--- config.mk ---
export PLATFORM = sky130hd
export DESIGN_NAME = ch_sched
export DESIGN_NICKNAME = d
export VERILOG_FILES = /design/src/rtl/ch_sched.sv
export SDC_FILE = /design/constraint.sdc
export NUM_CORES = 1
export LEC_CHECK = 0
export ABC_AREA = 1
export CAP_MARGIN = 5
export CELL_PAD_IN_SITES_DETAIL_PLACEMENT = 1
export CELL_PAD_IN_SITES_GLOBAL_PLACEMENT = 1
export CORE_ASPECT_RATIO = 1.5
export CORE_MARGIN = 2
export CORE_UTILIZATION = 35
export CTS_CLUSTER_DIAMETER = 30
export DETAILED_ROUTE_END_ITERATION = 16
export DONT_BUFFER_PORTS = 1
export PLACE_DENSITY = 0.6
export SETUP_SLACK_MARGIN = 0.5
export SYNTH_ARGS = -nofsm -noshare
export SYNTH_HDL_FRONTEND = slang
export SYNTH_SLANG_ARGS = --single-unit
--- constraint.sdc ---
create_clock -name clk_sys -period 5.6 [get_ports clk_sys]
set_input_delay 0.84 -clock clk_sys [delete_from_list [all_inputs] [get_ports clk_sys]]
set_output_delay 0.84 -clock clk_sys [all_outputs]
set_load 0.02 [all_outputs]
--- src/rtl/ch_sched.sv ---
// Eight-channel round-robin merger with one-entry holding buffers and a fx-bus register slave.
// Strobe to out_vld takes 2 cycles; out_data/out_ch hold while out_rdy is low, and a full buffer drops new samples.
module ch_sched #(
  parameter int NCH = 8,
  parameter int DW  = 16
) (
  input  logic              clk_sys,
  input  logic              rst,
  input  logic [5:0]        dev_id,
  input  logic [NCH-1:0]    sm_vld,
  input  logic [NCH*DW-1:0] sm_data,
  output logic [DW-1:0]     out_data,
  output logic [2:0]        out_ch,
  output logic              out_vld,
  input  logic              out_rdy,
  input  logic [21:0]       fx_waddr,
  input  logic              fx_wr,
  input  logic [7:0]        fx_data,
  input  logic [21:0]       fx_raddr,
  input  logic              fx_rd,
  output logic [7:0]        fx_q
);

  localparam int PW = 3;

  localparam logic [15:0] OFF_CH_EN = 16'h0000;
  localparam logic [15:0] OFF_OVF   = 16'h0001;
  localparam logic [15:0] OFF_DROP0 = 16'h0002;
  localparam logic [15:0] OFF_PEND  = 16'h000A;

  logic [NCH-1:0] r_full;
  logic [DW-1:0]  r_buf [NCH];
  logic [NCH-1:0] r_ch_en;
  logic [NCH-1:0] r_ovf;
  logic [7:0]     r_drop [NCH];
  logic [PW-1:0]  r_last;
  logic [DW-1:0]  r_out_data;
  logic [PW-1:0]  r_out_ch;
  logic           r_out_vld;
  logic [7:0]     r_fx_q;

  logic           w_wsel;
  logic           w_rsel;
  logic [15:0]    w_woff;
  logic [15:0]    w_roff;
  logic           w_wr_en;
  logic           w_wr_ovf;
  logic [NCH-1:0] w_wr_drop;
  logic           w_load;
  logic           w_req;
  logic [PW-1:0]  w_win;
  logic [PW-1:0]  w_cand;
  logic [NCH-1:0] w_gnt;
  logic [NCH-1:0] w_acc;
  logic [NCH-1:0] w_cap;
  logic [NCH-1:0] w_drop;
  logic [NCH-1:0] w_full_nxt;
  logic [7:0]     w_rdata;

  assign out_data = r_out_data;
  assign out_ch   = r_out_ch;
  assign out_vld  = r_out_vld;
  assign fx_q     = r_fx_q;

  assign w_wsel   = fx_wr && (fx_waddr[21:16] == dev_id);
  assign w_rsel   = fx_rd && (fx_raddr[21:16] == dev_id);
  assign w_woff   = fx_waddr[15:0];
  assign w_roff   = fx_raddr[15:0];
  assign w_wr_en  = w_wsel && (w_woff == OFF_CH_EN);
  assign w_wr_ovf = w_wsel && (w_woff == OFF_OVF);

  always_comb begin
    w_wr_drop = '0;
    for (int i = 0; i < NCH; i++) begin
      w_wr_drop[i] = w_wsel && (w_woff == 16'(OFF_DROP0 + 16'(i)));
    end
  end

  // Search starts one past the last winner so every pending channel is served within NCH grants.
  always_comb begin
    w_req  = 1'b0;
    w_win  = '0;
    w_cand = '0;
    for (int k = 1; k <= NCH; k++) begin
      w_cand = r_last + PW'(k);
      if (!w_req && r_full[w_cand]) begin
        w_req = 1'b1;
        w_win = w_cand;
      end
    end
  end

  assign w_load = !r_out_vld || out_rdy;
  assign w_gnt  = (w_req && w_load) ? (NCH'(1) << w_win) : '0;

  // A buffer being drained this cycle can take a new sample; otherwise a second sample is a drop.
  always_comb begin
    w_acc      = '0;
    w_cap      = '0;
    w_drop     = '0;
    w_full_nxt = '0;
    for (int i = 0; i < NCH; i++) begin
      w_acc[i]      = sm_vld[i] && r_ch_en[i];
      w_cap[i]      = w_acc[i] && (!r_full[i] || w_gnt[i]);
      w_drop[i]     = w_acc[i] && r_full[i] && !w_gnt[i];
      w_full_nxt[i] = w_cap[i] || (r_full[i] && !w_gnt[i]);
      if (w_wr_en && !fx_data[i]) begin
        w_full_nxt[i] = 1'b0;
      end
    end
  end

  always_comb begin
    w_rdata = '0;
    case (w_roff)
      OFF_CH_EN: w_rdata = r_ch_en;
      OFF_OVF:   w_rdata = r_ovf;
      OFF_PEND:  w_rdata = r_full;
      default: begin
        for (int i = 0; i < NCH; i++) begin
          if (w_roff == 16'(OFF_DROP0 + 16'(i))) begin
            w_rdata = r_drop[i];
          end
        end
      end
    endcase
  end

  always_ff @(posedge clk_sys) begin
    if (rst) begin
      r_full     <= '0;
      r_ch_en    <= '1;
      r_ovf      <= '0;
      r_last     <= '1;
      r_out_data <= '0;
      r_out_ch   <= '0;
      r_out_vld  <= 1'b0;
      r_fx_q     <= '0;
      for (int i = 0; i < NCH; i++) begin
        r_buf[i]  <= '0;
        r_drop[i] <= '0;
      end
    end else begin
      r_full <= w_full_nxt;
      if (w_wr_en) begin
        r_ch_en <= fx_data;
      end
      // Drop sets after the W1C mask so a same-cycle drop survives the clear.
      r_ovf <= (r_ovf & ~(w_wr_ovf ? fx_data : 8'h00)) | w_drop;
      for (int i = 0; i < NCH; i++) begin
        if (w_cap[i]) begin
          r_buf[i] <= sm_data[i*DW +: DW];
        end
        if (w_drop[i]) begin
          if (w_wr_drop[i]) begin
            r_drop[i] <= 8'd1;
          end else if (r_drop[i] != 8'hFF) begin
            r_drop[i] <= r_drop[i] + 8'd1;
          end
        end else if (w_wr_drop[i]) begin
          r_drop[i] <= '0;
        end
      end
      if (w_req && w_load) begin
        r_out_data <= r_buf[w_win];
        r_out_ch   <= w_win;
        r_out_vld  <= 1'b1;
        r_last     <= w_win;
      end else if (out_rdy) begin
        r_out_vld  <= 1'b0;
      end
      r_fx_q <= w_rsel ? w_rdata : 8'h00;
    end
  end

endmodule

==> flow_summary_export.csv <==
group,metric,value,unit
floorplan,initial_core_util,35.6,%
clock_network,cts_buffers,58,
critical_path,end_kind,"flip-flop",
job,maxCapViolCount,0,
synthesis,synth-async-reset-ratio,0,%
detailed_routing,vias_per_cell,5.10,
floorplan,fp.dieH,249,um
detailed_routing,drcViolationCount,0,
synthesis,synth.distinct_cells,49,
layout,drive_above_1_share,10.3,%
detailed_routing,drt-total-wl,49100,um
clock_network,clkSinkCount,247,
clock_network,cts_setup_buffers,0,
clock_network,clk_latency,0.59,ns
clock_network,cts_root_buffer,"clkbuf_16",
synthesis,ys.flop_type,"edfxtp_1",
pwr,worst_ir_drop_vdd,0.000761,V
global_routing,grt_usage,23.3,%
synthesis,netlist_area,14100,um2
global_routing,grt_pass1_wl,74400,um
clock_network,cts_tree,"done",
synthesis,synth-edff-count,192,
synthesis,netlist_instances,1787,
timing,fin_crit_sh,81.7,%
global_routing,grt_pass1_vias,13044,
critical_path,slowest_delay,0.61,ns
global_routing,grt_max_degree,66,
layout,final_util,42.0,%
floorplan,die-area,41800,um2
synthesis,ys_top_cells_by_area,"edfxtp_1, nand2_1, dfxtp_1, inv_1, nor2_1",
critical_path,crit_type,"flip-flop to flip-flop",
floorplan,die_w,168,um
pwr,power.leakage,0.00763,uW
clock_network,cts_hold_buf,0,
synthesis,synth_area_per_cell,7.87,um2
critical_path,critPathMaxFanout,22,
detailed_routing,wire_per_inst,20.9,um
global_routing,grt-ovfl-total,0,
critical_path,critical-path-top-delay-family,"simple AND/OR/NAND/NOR gates",
timing,maxSlewViolCount,0,
timing,fmax,219,MHz
critical_path,critPathBufInv,2,
clock_network,clkSlewWorstSetupHoldPaths,0.05,ns
synthesis,synth_warnings,0,
timing,worstMarginPinSlew,0.887,ns
layout,syn2layout_area_growth,18.2,%
floorplan,core,39500,um2
worst_hold_path,hp-class,"input pin to flip-flop",
placement,place_congestion,0.922,
timing,skew,0.0310,ns
synthesis,ys_seq_area_share,48.8,%
detailed_routing,drt_iter0_drc,568,
placement,hpwl,37600,um
synthesis,synth_seq_cells,247,
critical_path,cp_slowest_cell,"dfxtp_1",
timing,finalCriticalPeriod,4.58,ns
floorplan,rows,89,
status,outcome,"complete, no violations",
layout,mostFrequentLayoutCells,"nand2_1, inv_1, nor2_1",
timing,hold_violations,0,
timing,setup_tns,0,ns
detailed_routing,num_vias,11970,
synthesis,yosysTopAreaCellShare,41.0,%
synthesis,yosysTopAreaCell,"edfxtp_1",
global_routing,antenna_found_initial,1,
synthesis,synth_fp_nets,1996,
timing,timing.hold.ws,0.345,ns
layout,n_fill_cell,4643,
critical_path,path_cells,"inv_2, ha_1, inv_2, nand3_1, nand3_1, nand2_2, nor2_4, nand4_4, nor2_2, nand3_1, nand2_2, nor2_4, nand3_1, nand2_1, nand2_1, nand2_1",
layout,layout_commonest_cell,"nand2_1",
critical_path,cp.arrival,4.76,ns
clock_network,htreeDepth,2,
detailed_routing,final_antenna_net_count,0,
clock_network,cts_buffer_depth,3,
timing,rsz0062_at_grt,"false",
critical_path,crit_required,5.79,ns
floorplan,io_pins,227,
layout,finalNetCount,2003,
timing,max_slew_margin,40.7,%
critical_path,crit_top_cell,"nand3_1",
detailed_routing,firstDrtPassIters,4,
timing,setup_violations,0,
placement,portBuffers,0,
critical_path,start_kind,"flip-flop",
pwr,power_density,693,nW/um2
clock_network,post_cts_resized,0,
-- area by class of cell --
class / instances / area, um2 / share of cell area, %
diodes: 1 / 2.50 / 0.0151
clock buffers: 72 / 1600 / 9.60
clock inverters: 38 / 566 / 3.40
inverters: 288 / 1080 / 6.51
multi-input cells: 1185 / 5770 / 34.8
flip-flops and latches: 247 / 6870 / 41.3
well taps: 500 / 626 / 3.77
repair buffers: 14 / 105 / 0.633
-- metrics by stage --
step | area, um2 | worst slack (ns) | std cells | power, uW
after detailed placement | 14500 | 1.00 | 2234 | 7920
final | 16600 | 1.02 | 2345 | 11500
after global placement | 14500 | 1.11 | 2234 | 7890
after CTS | 16600 | 0.963 | 2344 | 11700
after floorplan | 14100 | 1.67 | 1787 | 6370
after global routing | 16600 | 0.633 | 2344 | 12300
-- power breakdown --
group | switching [uW] | internal, uW
Sequential | 260 | 2410
Combinational | 3850 | 1300
Clock | 1100 | 2600
Total | 5210 | 6310
-- cells by family (layout without fill, tap and decap cells) --
| logic type | Yosys count | in the layout | synth area share, % |
|---|---|---|---|
| xor+xnor | 44 | 44 | 3.01 |
| other cells | 0 | 1 | 0 |
| flops | 247 | 247 | 48.8 |
| fa+ha+maj | 10 | 10 | 0.890 |
| compound gates | 151 | 151 | 6.56 |
| buf+inv | 355 | 412 | 10.2 |
| simple gates | 980 | 980 | 30.5 |
-- synth_stat cells (2+ instances only) --
| library cell | number |
|---|---|
| buf_1 | 7 |
| edfxtp_1 | 192 |
| o21ai_0 | 38 |
| o221ai_1 | 6 |
| nand2_1 | 487 |
| nor2_1 | 236 |
| buf_4 | 9 |
| nor2_2 | 28 |
| nor3_1 | 22 |
| a21oi_1 | 52 |
| nand3_1 | 91 |
| clkbuf_1 | 27 |
| o21ai_2 | 2 |
| o311ai_0 | 2 |
| nor4_1 | 6 |
| nor2_4 | 5 |
| nand2_2 | 7 |
| o22ai_1 | 9 |
| o211ai_1 | 19 |
| a221oi_1 | 6 |
| nand4_1 | 81 |
| xor2_1 | 23 |
| dfxtp_1 | 55 |
| xnor2_1 | 19 |
| a31oi_1 | 4 |
| a2111oi_0 | 3 |
| inv_1 | 276 |
| buf_6 | 6 |
| inv_2 | 11 |
| or2_2 | 2 |
| a211oi_1 | 2 |
| buf_2 | 18 |
| ha_1 | 10 |
| nand4_4 | 3 |
| nand3_2 | 9 |
-- final timing paths --
| path | cells past startpoint | slack (ns) | to | startpoint |
|---|---|---|---|---|
| worst max-delay path | 16 | 1.02 | r_buf[0][11]$_SDFFCE_PN0P_ | r_last[1]$_SDFFE_PP1P_ |
| worst min-delay path | 1 | 0.35 | r_ovf[4]$_SDFF_PP0_ | rst |
| worst max register to register | 16 | 1.02 | r_buf[0][11]$_SDFFCE_PN0P_ | r_last[1]$_SDFFE_PP1P_ |
| worst min register to register | 2 | 0.47 | r_ovf[4]$_SDFF_PP0_ | r_ovf[4]$_SDFF_PP0_ |
-- registers in the layout (all words and copies together) (netlist names) --
register  count
out_ch        3
r_ovf         8
out_vld       1
r_ch_en       8
r_buf       128
out_data     16
r_last        3
fx_q          8
r_drop       64
r_full        8
-- worst register-to-register path, stage by stage (launching register included) --
cell and delay (ns):
dfxtp_1 0.61, inv_2 0.19, ha_1 0.47, inv_2 0.13, nand3_1 0.13, nand3_1 0.14
nand2_2 0.17, nor2_4 0.07, nand4_4 0.08, nor2_2 0.07, nand3_1 0.11, nand2_2 0.33
nor2_4 0.61, nand3_1 0.24, nand2_1 0.17, nand2_1 0.06, nand2_1 0.61
-- per-layer routing --
metal | GRT usage (%) | wire length, um
met3 | 4.80 | 2290
met4 | 10.0 | 2120
met2 | 45.6 | 26800
met5 | 0 | 11
met1 | 23.6 | 17900
Note: power is estimated with default switching activity, not from simulation.
